===== src/rtl/sha_pad_feeder.sv =====
// SHA-256 message front end: collects message bytes, applies padding and
// length, then presents each 512-bit block as 16 words (load phase) followed
// by the 64-cycle expansion phase and a one-cycle block-done phase.
module sha_pad_feeder #(
  parameter int unsigned DATA_WIDTH = 32
) (
  input  logic                  clk,
  input  logic                  rst,
  input  logic [7:0]            byte_in,
  input  logic                  byte_valid_in,
  input  logic                  byte_last_in,
  output logic                  byte_ready_out,
  input  logic                  empty_msg_in,
  input  logic                  core_ready_in,
  output logic [2:0]            FSM_core_out,
  output logic [6:0]            core_count_out,
  output logic [DATA_WIDTH-1:0] data_out,
  output logic                  block_last_out,
  output logic                  msg_done_out
);

  localparam int unsigned BLK_BYTES = 64;
  localparam int unsigned PTR_W     = 6;
  localparam int unsigned CNT_W     = 61;
  localparam int unsigned IDX_W     = 7;

  typedef enum logic [2:0] {
    S_IDLE,
    S_COLLECT,
    S_PAD,
    S_WAIT,
    S_LOAD,
    S_EXPAND,
    S_DONE
  } state_e;

  state_e             state_q, state_d;
  logic [7:0]         blk_q [BLK_BYTES];
  logic [PTR_W-1:0]   ptr_q, ptr_d;
  logic [CNT_W-1:0]   cnt_q, cnt_d;
  logic               one_q, one_d;     // 0x80 already written for this message
  logic               pend_q, pend_d;   // another padding block must follow
  logic               final_q, final_d; // buffered block carries the length
  logic [IDX_W-1:0]   idx_q, idx_d;

  logic               ready_q, ready_d;
  logic [2:0]         fsm_q, fsm_d;
  logic [IDX_W-1:0]   count_q, count_d;
  logic [DATA_WIDTH-1:0] data_q, data_d;
  logic               blast_q, blast_d;
  logic               done_q, done_d;

  logic               we;
  logic [7:0]         wdata;
  logic               accept;
  logic [63:0]        len_bits;
  logic [7:0]         len_byte;
  logic [3:0]         wsel;
  logic [31:0]        word;

  // Phase code presented to the compression side for a given state.
  function automatic logic [2:0] phase_of(input state_e s);
    case (s)
      S_COLLECT, S_PAD, S_WAIT: phase_of = 3'b001;
      S_LOAD:                   phase_of = 3'b010;
      S_EXPAND:                 phase_of = 3'b011;
      S_DONE:                   phase_of = 3'b100;
      default:                  phase_of = 3'b000;
    endcase
  endfunction

  // Next-state, buffer write and registered-output decode.
  always_comb begin
    state_d  = state_q;
    ptr_d    = ptr_q;
    cnt_d    = cnt_q;
    one_d    = one_q;
    pend_d   = pend_q;
    final_d  = final_q;
    idx_d    = idx_q;
    we       = 1'b0;
    wdata    = byte_in;
    accept   = byte_valid_in && ready_q;
    len_bits = {cnt_q, 3'b000};
    len_byte = 8'(len_bits >> {6'd63 - ptr_q, 3'b000});

    case (state_q)
      S_IDLE: begin
        if (accept) begin
          we      = 1'b1;
          ptr_d   = PTR_W'(1);
          cnt_d   = CNT_W'(1);
          state_d = byte_last_in ? S_PAD : S_COLLECT;
        end else if (empty_msg_in) begin
          ptr_d   = '0;
          cnt_d   = '0;
          state_d = S_PAD;
        end
      end
      S_COLLECT: begin
        if (accept) begin
          we    = 1'b1;
          ptr_d = ptr_q + PTR_W'(1);
          cnt_d = cnt_q + CNT_W'(1);
          // A last byte that fills the block still needs a padding block.
          if (ptr_q == 6'd63) begin
            pend_d  = byte_last_in;
            state_d = S_WAIT;
          end else if (byte_last_in) begin
            state_d = S_PAD;
          end
        end
      end
      S_PAD: begin
        we    = 1'b1;
        ptr_d = ptr_q + PTR_W'(1);
        if (!one_q) begin
          wdata = 8'h80;
          one_d = 1'b1;
          if (ptr_q >= 6'd56) pend_d = 1'b1;
        end else if (ptr_q >= 6'd56 && !pend_q) begin
          wdata = len_byte;
        end else begin
          wdata = 8'h00;
        end
        if (ptr_q == 6'd63) begin
          final_d = !pend_d;
          state_d = S_WAIT;
        end
      end
      S_WAIT: begin
        if (core_ready_in) begin
          idx_d   = '0;
          state_d = S_LOAD;
        end
      end
      S_LOAD: begin
        if (idx_q == IDX_W'(15)) begin
          idx_d   = '0;
          state_d = S_EXPAND;
        end else begin
          idx_d = idx_q + IDX_W'(1);
        end
      end
      S_EXPAND: begin
        if (idx_q == IDX_W'(63)) begin
          idx_d   = '0;
          state_d = S_DONE;
        end else begin
          idx_d = idx_q + IDX_W'(1);
        end
      end
      S_DONE: begin
        ptr_d = '0;
        if (final_q) begin
          cnt_d   = '0;
          one_d   = 1'b0;
          pend_d  = 1'b0;
          final_d = 1'b0;
          state_d = S_IDLE;
        end else if (pend_q) begin
          pend_d  = 1'b0;
          state_d = S_PAD;
        end else begin
          state_d = S_COLLECT;
        end
      end
      default: state_d = S_IDLE;
    endcase

    wsel    = idx_d[3:0];
    word    = {blk_q[{wsel, 2'd0}], blk_q[{wsel, 2'd1}],
               blk_q[{wsel, 2'd2}], blk_q[{wsel, 2'd3}]};
    ready_d = (state_d == S_IDLE) || (state_d == S_COLLECT);
    fsm_d   = phase_of(state_d);
    count_d = (state_d == S_LOAD || state_d == S_EXPAND) ? idx_d : '0;
    data_d  = (state_d == S_LOAD) ? DATA_WIDTH'(word) : '0;
    blast_d = final_d && (state_d == S_LOAD || state_d == S_EXPAND ||
                          state_d == S_DONE);
    done_d  = final_q && (state_d == S_DONE);
  end

  // Control state, counters and registered outputs.
  always_ff @(posedge clk or posedge rst) begin
    if (rst) begin
      state_q <= S_IDLE;
      ptr_q   <= '0;
      cnt_q   <= '0;
      one_q   <= 1'b0;
      pend_q  <= 1'b0;
      final_q <= 1'b0;
      idx_q   <= '0;
      ready_q <= 1'b0;
      fsm_q   <= '0;
      count_q <= '0;
      data_q  <= '0;
      blast_q <= 1'b0;
      done_q  <= 1'b0;
    end else begin
      state_q <= state_d;
      ptr_q   <= ptr_d;
      cnt_q   <= cnt_d;
      one_q   <= one_d;
      pend_q  <= pend_d;
      final_q <= final_d;
      idx_q   <= idx_d;
      ready_q <= ready_d;
      fsm_q   <= fsm_d;
      count_q <= count_d;
      data_q  <= data_d;
      blast_q <= blast_d;
      done_q  <= done_d;
    end
  end

  // Block buffer: one byte written per cycle at the byte pointer.
  always_ff @(posedge clk or posedge rst) begin
    if (rst) begin
      for (int i = 0; i < BLK_BYTES; i++) blk_q[i] <= '0;
    end else if (we) begin
      blk_q[ptr_q] <= wdata;
    end
  end

  assign byte_ready_out = ready_q;
  assign FSM_core_out   = fsm_q;
  assign core_count_out = count_q;
  assign data_out       = data_q;
  assign block_last_out = blast_q;
  assign msg_done_out   = done_q;

endmodule


===== config.mk =====
export PLATFORM = sky130hd
export DESIGN_NAME = sha_pad_feeder
export DESIGN_NICKNAME = d
export VERILOG_FILES = /design/src/rtl/sha_pad_feeder.sv
export SDC_FILE = /design/constraint.sdc
export NUM_CORES = 2
export LEC_CHECK = 0
export CELL_PAD_IN_SITES_DETAIL_PLACEMENT = 0
export CELL_PAD_IN_SITES_GLOBAL_PLACEMENT = 1
export CORE_MARGIN = 2
export CORE_UTILIZATION = 54
export DETAILED_ROUTE_END_ITERATION = 16
export GPL_TIMING_DRIVEN = 0
export PLACE_DENSITY = 0.95
export SYNTH_ARGS = -nofsm -noshare
export SYNTH_HDL_FRONTEND = slang
export SYNTH_SLANG_ARGS = --single-unit

===== constraint.sdc =====
create_clock -name clk -period 51.5 [get_ports clk]
set_input_delay 5.15 -clock clk [delete_from_list [all_inputs] [get_ports clk]]
set_output_delay 5.15 -clock clk [all_outputs]
set_load 0.02 [all_outputs]

==> flow_summary.ini <==
[power]
sequentialPowerShare_pct = 47.9
clock_power_share_pct = 50.9
internal-power_w = 0.000822
p_leak_nw = 14.8
swShare_pct = 21.5
ir_worst_vdd_mv = 0.0227
cellPowerDensity_nw_per_um2 = 31.0
pwr-share-comb_pct = 1.2
switching_power_w = 0.000224

[worst_setup_path]
crit_type = primary input to flip-flop
worstPathCellList = clkdlybuf4s50_1 > nand3b_1 > a21oi_1 > nand3b_1 > nor4b_2 > clkbuf_1 > a21oi_1
worstPathRequired_ns = 51.94
slowest_stage = nor4b_2
arrival_ns = 9.01
cpLargestDelayFamily = simple AND/OR/NAND/NOR gates
startpoint_type = primary input
worst-path-buf-inv = 2
end_kind = flip-flop
slowest_delay_ns = 1.05
r2r_slack_ns = 46.93
crit_fanout = 10

[clocking]
clk_path_buf_depth = 3
cts-root-buf = clkbuf_16
htreeDepth = 3
clk_latency_ns = 0.63
postCtsResizedCells = 0
holdBufCountCts = 0
postCtsSetupRepairBufs = 0
cts_buffers = 70
clk_pin_slew_ns = 0.06
cts_tree = yes
clock-sinks = 637

[synth]
syn_area_per_cell_sq_um = 9.93
synthArstFlopShare_pct = 100
syn_inst = 2993
syn-cell-area_sq_um = 29700
synthDistinctLibCells = 67
synth_warnings = 0
ys_seq_area_share_pct = 53.6
ys.flop_type = dfrtp_1
synth_nets = 3010
ys_ff_latch = 637
synth_edf_count = 0

[timing]
worst_pin_slew_ns = 1.57
fin_ws_ns = 42.93
post-route-period-util_pct = 16.6
finClkSkew_ns = 0.0341
final.setup.tns_ns = 0
finalSetupViolCount = 0
clock.fmax_mhz = 117
rsz0062_at_grt = false
layout_min_cycle_time_ns = 8.57
maxSlewHeadroom_pct = -4.66
final_hold_viol_count = 0
final_max_slew_viol_count = 11

[global_routing]
grt_start_max_net_pins = 136
grt_overflow_total = 0
antenna_found_initial = 7
grt.total_usage_pct = 37.6
grt_pass1_wl_microns = 157000
grt_pass1_vias = 24900

[finish]
multi_input_area_sq_um = 12700
drive_above_1_share_pct = 7.85
final_common_cell = dfrtp_1
layout_common_cells = dfrtp_1, nand2_1, o21ai_0
final_core_util_pct = 62.3
nets = 3146
area_growth_syn_to_layout_pct = 13.5
ff_latch_area_sq_um = 15900
fill_cells = 4377

[place]
portBuffers = 58
hpwl_microns = 74500
gp_congestion = 0.993
place_ws_ns = 42.46

[job]
drv_cap = 1

[status]
violations = max-capacitance violations, max-slew violations
status = finished, violations left

[routing]
dr.pass1.iters = 6
drc = 0
num_vias = 25400
viasPerCell = 6.53
wl_per_cell_microns = 27.3
postRouteAntennaNets = 0
drtIter0Drc = 3155
wirelength_microns = 106000

[die]
die_width_microns = 239
core_area_sq_um = 54100
rows = 85
die_h_microns = 239
num_io_pins = 59
die_area_sq_um = 56900
initial_utilization_pct = 54.9

[worst_hold_path]
hp-class = flip-flop to flip-flop
-- layout make-up --
| type | count | share of cell area, % |
|---|---|---|
| flip-flops and latches | 637 | 47.2 |
| clock inverters | 28 | 1.24 |
| repair buffers | 64 | 2.16 |
| well taps | 696 | 2.58 |
| plain buffers | 243 | 3.00 |
| diodes | 4 | 0.0297 |
| inverters | 30 | 0.363 |
| multi-input cells | 2083 | 37.5 |
| clock buffers | 100 | 5.85 |
-- routing by layer --
metal,GRT usage [%],wire length (microns)
met1,47.5,40100
met2,57.0,47300
met3,11.0,11500
met4,23.1,7080
met5,1.04,120
-- cells in the mapped netlist, types with 3 or more instances --
cell type  number  area share [%]
a211oi_1       34            0.86
a21oi_1       189             3.2
a221o_1        32             1.1
a221oi_1       32            0.94
a31oi_1         8            0.17
and2_1         12            0.25
and3_1         14            0.29
and3b_1         3           0.088
and4_1          6            0.18
buf_1          10            0.13
buf_2          22            0.37
buf_4           3           0.076
buf_6           8            0.30
clkbuf_1      200             2.5
dfrtp_1       637              54
ha_1            3            0.13
inv_1          29            0.37
mux2_1         18            0.68
mux2_2         77             2.9
mux2i_1       224             7.5
mux4_2         13            0.98
nand2_1       449             5.7
nand2b_1        4           0.084
nand3_1        71             1.2
nand3b_1        6            0.15
nand4_1        40            0.84
nand4b_1       16            0.47
nor2_1        243             3.1
nor2b_1        12            0.25
nor3_1         10            0.17
nor3b_1         3           0.076
nor4_1          6            0.13
o21ai_0       393             6.6
o221ai_1       33            0.97
o22ai_1        33            0.69
o2bb2ai_1       3           0.088
o311ai_0        4            0.12
o31ai_1        10            0.25
or3_1           3           0.063
xnor2_1        13            0.38
xor2_1         34             1.0
-- power groups by stage --
stage	registers, W	clock network, W	logic (W)
2_1_floorplan	0.000511	0	0.00000764
3_3_place_gp	0.000511	0	0.0000113
3_5_place_dp	0.000510	0	0.0000131
4_1_cts	0.000501	0.000533	0.0000132
5_1_grt	0.000501	0.000555	0.0000147
6_report	0.000501	0.000532	0.0000127
-- state kept, by name, summed over array words and instances, names as in the netlist --
signal	flops
state_q	3
block_last_out	1
final_q	1
cnt_q	61
core_count_out	7
ptr_q	6
blk_q	512
byte_ready_out	1
idx_q	7
pend_q	1
FSM_core_out	3
msg_done_out	1
data_out	32
one_q	1
-- final timing paths --
kind / end / depth (start not counted) / start
max: blk_q[206]$_DFFE_PP0P_ / 7 / byte_valid_in
min: blk_q[407]$_DFFE_PP0P_ / 2 / blk_q[407]$_DFFE_PP0P_
max reg2reg: blk_q[6]$_DFFE_PP0P_ / 7 / ptr_q[1]$_DFFE_PP0P_
min reg2reg: blk_q[407]$_DFFE_PP0P_ / 2 / blk_q[407]$_DFFE_PP0P_
max in group asynchronous: blk_q[133]$_DFFE_PP0P_ / 4 / rst
min in group asynchronous: cnt_q[12]$_DFFE_PP0P_ / 2 / rst
-- worst register-to-register path: cells and delay by family (launching register included) --
family	cells	cell delay, ns
AND/OR/NAND/NOR	1	0.06
buffers and inverters	2	1.62
flip-flops	1	0.57
multiplexers	2	0.79
AO/OA/AOI/OAI	2	1.35
-- stage by stage --
step           cells  total power (W)  hold slack, ns  area, sq um
6_report        3885          0.00105           0.474        33800
3_3_place_gp    3747         0.000522           0.457        31200
2_1_floorplan   2993         0.000518           0.443        29700
4_1_cts         3880          0.00105           0.477        33700
5_1_grt         3881          0.00107           0.498        33700
3_5_place_dp    3752         0.000523           0.464        31300
-- kinds of logic (layout without fill, tap and decap cells) --
logic type | after synthesis | in the layout | synth area share, %
multiplexers | 332 | 332 | 12.1
buffers and inverters | 273 | 465 | 3.79
other | 0 | 4 | 0
XOR/XNOR | 47 | 47 | 1.38
adder cells (fa/ha/maj) | 3 | 3 | 0.126
AND/OR/NAND/NOR | 908 | 908 | 13.3
AO/OA/AOI/OAI | 793 | 793 | 15.7
flip-flops | 637 | 637 | 53.6
(Power assumes the default switching activity.)
==> edit: new RTL, same flow settings <==
Take the reset off `data_q` and load it in a clocked block of its own.
--- a/src/rtl/sha_pad_feeder.sv
+++ b/src/rtl/sha_pad_feeder.sv
@@ -193,7 +193,6 @@
       ready_q <= 1'b0;
       fsm_q   <= '0;
       count_q <= '0;
-      data_q  <= '0;
       blast_q <= 1'b0;
       done_q  <= 1'b0;
     end else begin
@@ -207,10 +206,13 @@
       ready_q <= ready_d;
       fsm_q   <= fsm_d;
       count_q <= count_d;
-      data_q  <= data_d;
       blast_q <= blast_d;
       done_q  <= done_d;
     end
+  end
+
+  always_ff @(posedge clk) begin
+    data_q <= data_d;
   end
 
   // Block buffer: one byte written per cycle at the byte pointer.
Function: not settled (the Yosys comparison gave no result); the edit may change what the design does.
==> edit against the original RTL <==
The run still ends with max-capacitance violations, max-slew violations left. Area after synthesis down 3.6%. Routed wire length up 1.7%. Clock skew down 18 ps. Sequential cell count unchanged. Maximum frequency down 1.6%. Worst setup slack worse by 140 ps. Cell area down 3.4%. Largest cell class unchanged.
Power is not compared: it rests on default switching activity, and its combinational part moved more than twofold at a synthesized area within 25%.
==> edit: results (changes against the original RTL) <==
outcome=finished with violations (unchanged); failing checks=max-capacitance violations, max-slew violations (unchanged); Fill cells=4552 (was 4377); Placer Congestion=1.04 (was 0.993); Crit-path slowest cell=a22oi_2 (was nor4b_2); CP Max Fanout=10 (unchanged); largest net degree at the start of global routing=137 (was 136); HP Class=register to register (unchanged); Max Slew Vio Count=32 (was 11); Synth top cells by count=612 x nand2_1, 605 x dfrtp_1, 403 x a21oi_1 (was 637 x dfrtp_1, 449 x nand2_1, 393 x o21ai_0); share of layout cells above drive strength 1=6.74% (was 7.85%); Cell variety after synth=63 (was 67); setup violators final=0 (unchanged); Clock Tree Root=clkbuf_16 (unchanged); register name with the most flops=blk_q (unchanged); clk_skew=16.4 ps (was 34.1 ps); CTS max path bufs=3 (unchanged); Routed WL=108000 microns (was 106000 microns); max reg flops=512 (unchanged); # nets final=3315 (was 3146); Main synth FF type=dfrtp_1 (unchanged); initial drt markers=3515 (was 3155); Switch Pwr=0.000660 W; vias in the first global route=24900 (about the same); syn_nets=3178 (was 3010); VDD IR max=0.0254 mV; top cells by area, synth=dfrtp_1 53%, nand2_1 8.0%, a21oi_1 7.0% (was dfrtp_1 54%, mux2i_1 7.5%, o21ai_0 6.6%); htree depth=3 (unchanged); Port Buffers=58 (unchanged); Worst slew margin=-2.68% (was -4.66%); DP Wirelength=77200 microns (was 74500 microns); Setup Buffers After CTS=0 (unchanged); Async SR Flop Fraction=95.0% (was 100%); Clk Latency, worst-skew pair=a little over 600 ps; Clock Pin Slew Worst Setup and Hold Paths=60 ps (about the same); first-pass GRT wire length=159000 microns (was 157000 microns); gr usage total=40.1% (was 37.6%); Pre-antenna DRT Iters=5 (was 6); CTS resizes=0 (unchanged); Seq/Total Area, Yosys=55.1% (was 53.6%); Yosys Warn Count=0 (unchanged); via count=25700 (was 25400); TritonCTS Buffers=69 (was 70); antenna violations before repair=2 (was 7); slowest stage delay, CP=770 ps (was 1050 ps); Max-cap violations=4 (was 1); clk sinks=637 (unchanged); worst path arrival time=9260 ps (was 9010 ps); Leakage=between 10 and 15 nW
-- edit: cell type report --
type | count | area [sq um] | area share [%]
plain buffers | 235 | 972 | 2.98
clock inverters | 25 | 294 | 0.902
clock buffers | 99 | 2030 | 6.23
well taps | 688 | 861 | 2.64
multi-input cells | 2237 | 11700 | 36.0
repair buffers | 66 | 736 | 2.26
flip-flops and latches | 637 | 15800 | 48.4
diodes | 1 | 2.50 | 0.00768
inverters | 52 | 203 | 0.622
-- edit: cell families after synthesis --
group | count (synthesis) | synth area share [%]
simple gates | 1211 | 17.7
compound gates | 884 | 17.6
flops | 637 | 55.1
buf+inv | 287 | 4.08
mux | 99 | 4.14
xor+xnor | 40 | 1.22
fa+ha+maj | 3 | 0.131
-- edit: final timing paths --
| check | startpoint | to | slack [ps] | depth (start not counted) |
|---|---|---|---|---|
| min reg2reg | blk_q[80] | blk_q[80] | 480 | 2 |
| min | blk_q[80] | blk_q[80] | 480 | 2 |
| max reg2reg | idx_q[0] | data_out[6] | 47190 | 11 |
| min in group asynchronous | rst | core_count_out[5] | 5140 | 2 |
| max | core_ready_in | data_out[16] | 42790 | 11 |
| max in group asynchronous | rst | blk_q[396] | 44780 | 4 |
-- edit: power by group through the flow --
stage	clock network, W	registers [W]	logic (W)
after CTS	0.000517	0.000585	0.000532
after floorplan	0	0.000585	0.000300
after detailed placement	0	0.000594	0.000529
after global placement	0	0.000593	0.000517
final	0.000516	0.000587	0.000555
after global routing	0.000540	0.000591	0.000575
-- edit: metrics by stage --
stage | std cells | util, % | hold slack (ps) | setup slack [ps] | area (sq um)
3_5_place_dp | 3914 | 57.6 | 468 | 42460 | 30300
4_1_cts | 4038 | 62.0 | 481 | 43080 | 32600
6_report | 4040 | 62.0 | 477 | 42790 | 32600
3_3_place_gp | 3907 | 57.3 | 455 | 23190 | 30100
5_1_grt | 4039 | 62.0 | 499 | 42900 | 32600
2_1_floorplan | 3161 | - | 443 | 29410 | 28600
-- edit: metal layers --
| metal | global-route usage, % | vias to the layer above | share of wire [%] |
|---|---|---|---|
| li1 | - | 11100 | - |
| met1 | 51.7 | 12700 | 38 |
| met2 | 58.9 | 1538 | 43 |
| met4 | 27.6 | 2 | 7.9 |
| met3 | 11.3 | 371 | 11 |
| met5 | 0 | - | 0.012 |
-- edit: worst max-delay path: cells and delay by family --
family	cells	cell delay, ps
AO/OA/AOI/OAI	5	1960
AND/OR/NAND/NOR	2	720
buffers and inverters	4	1430
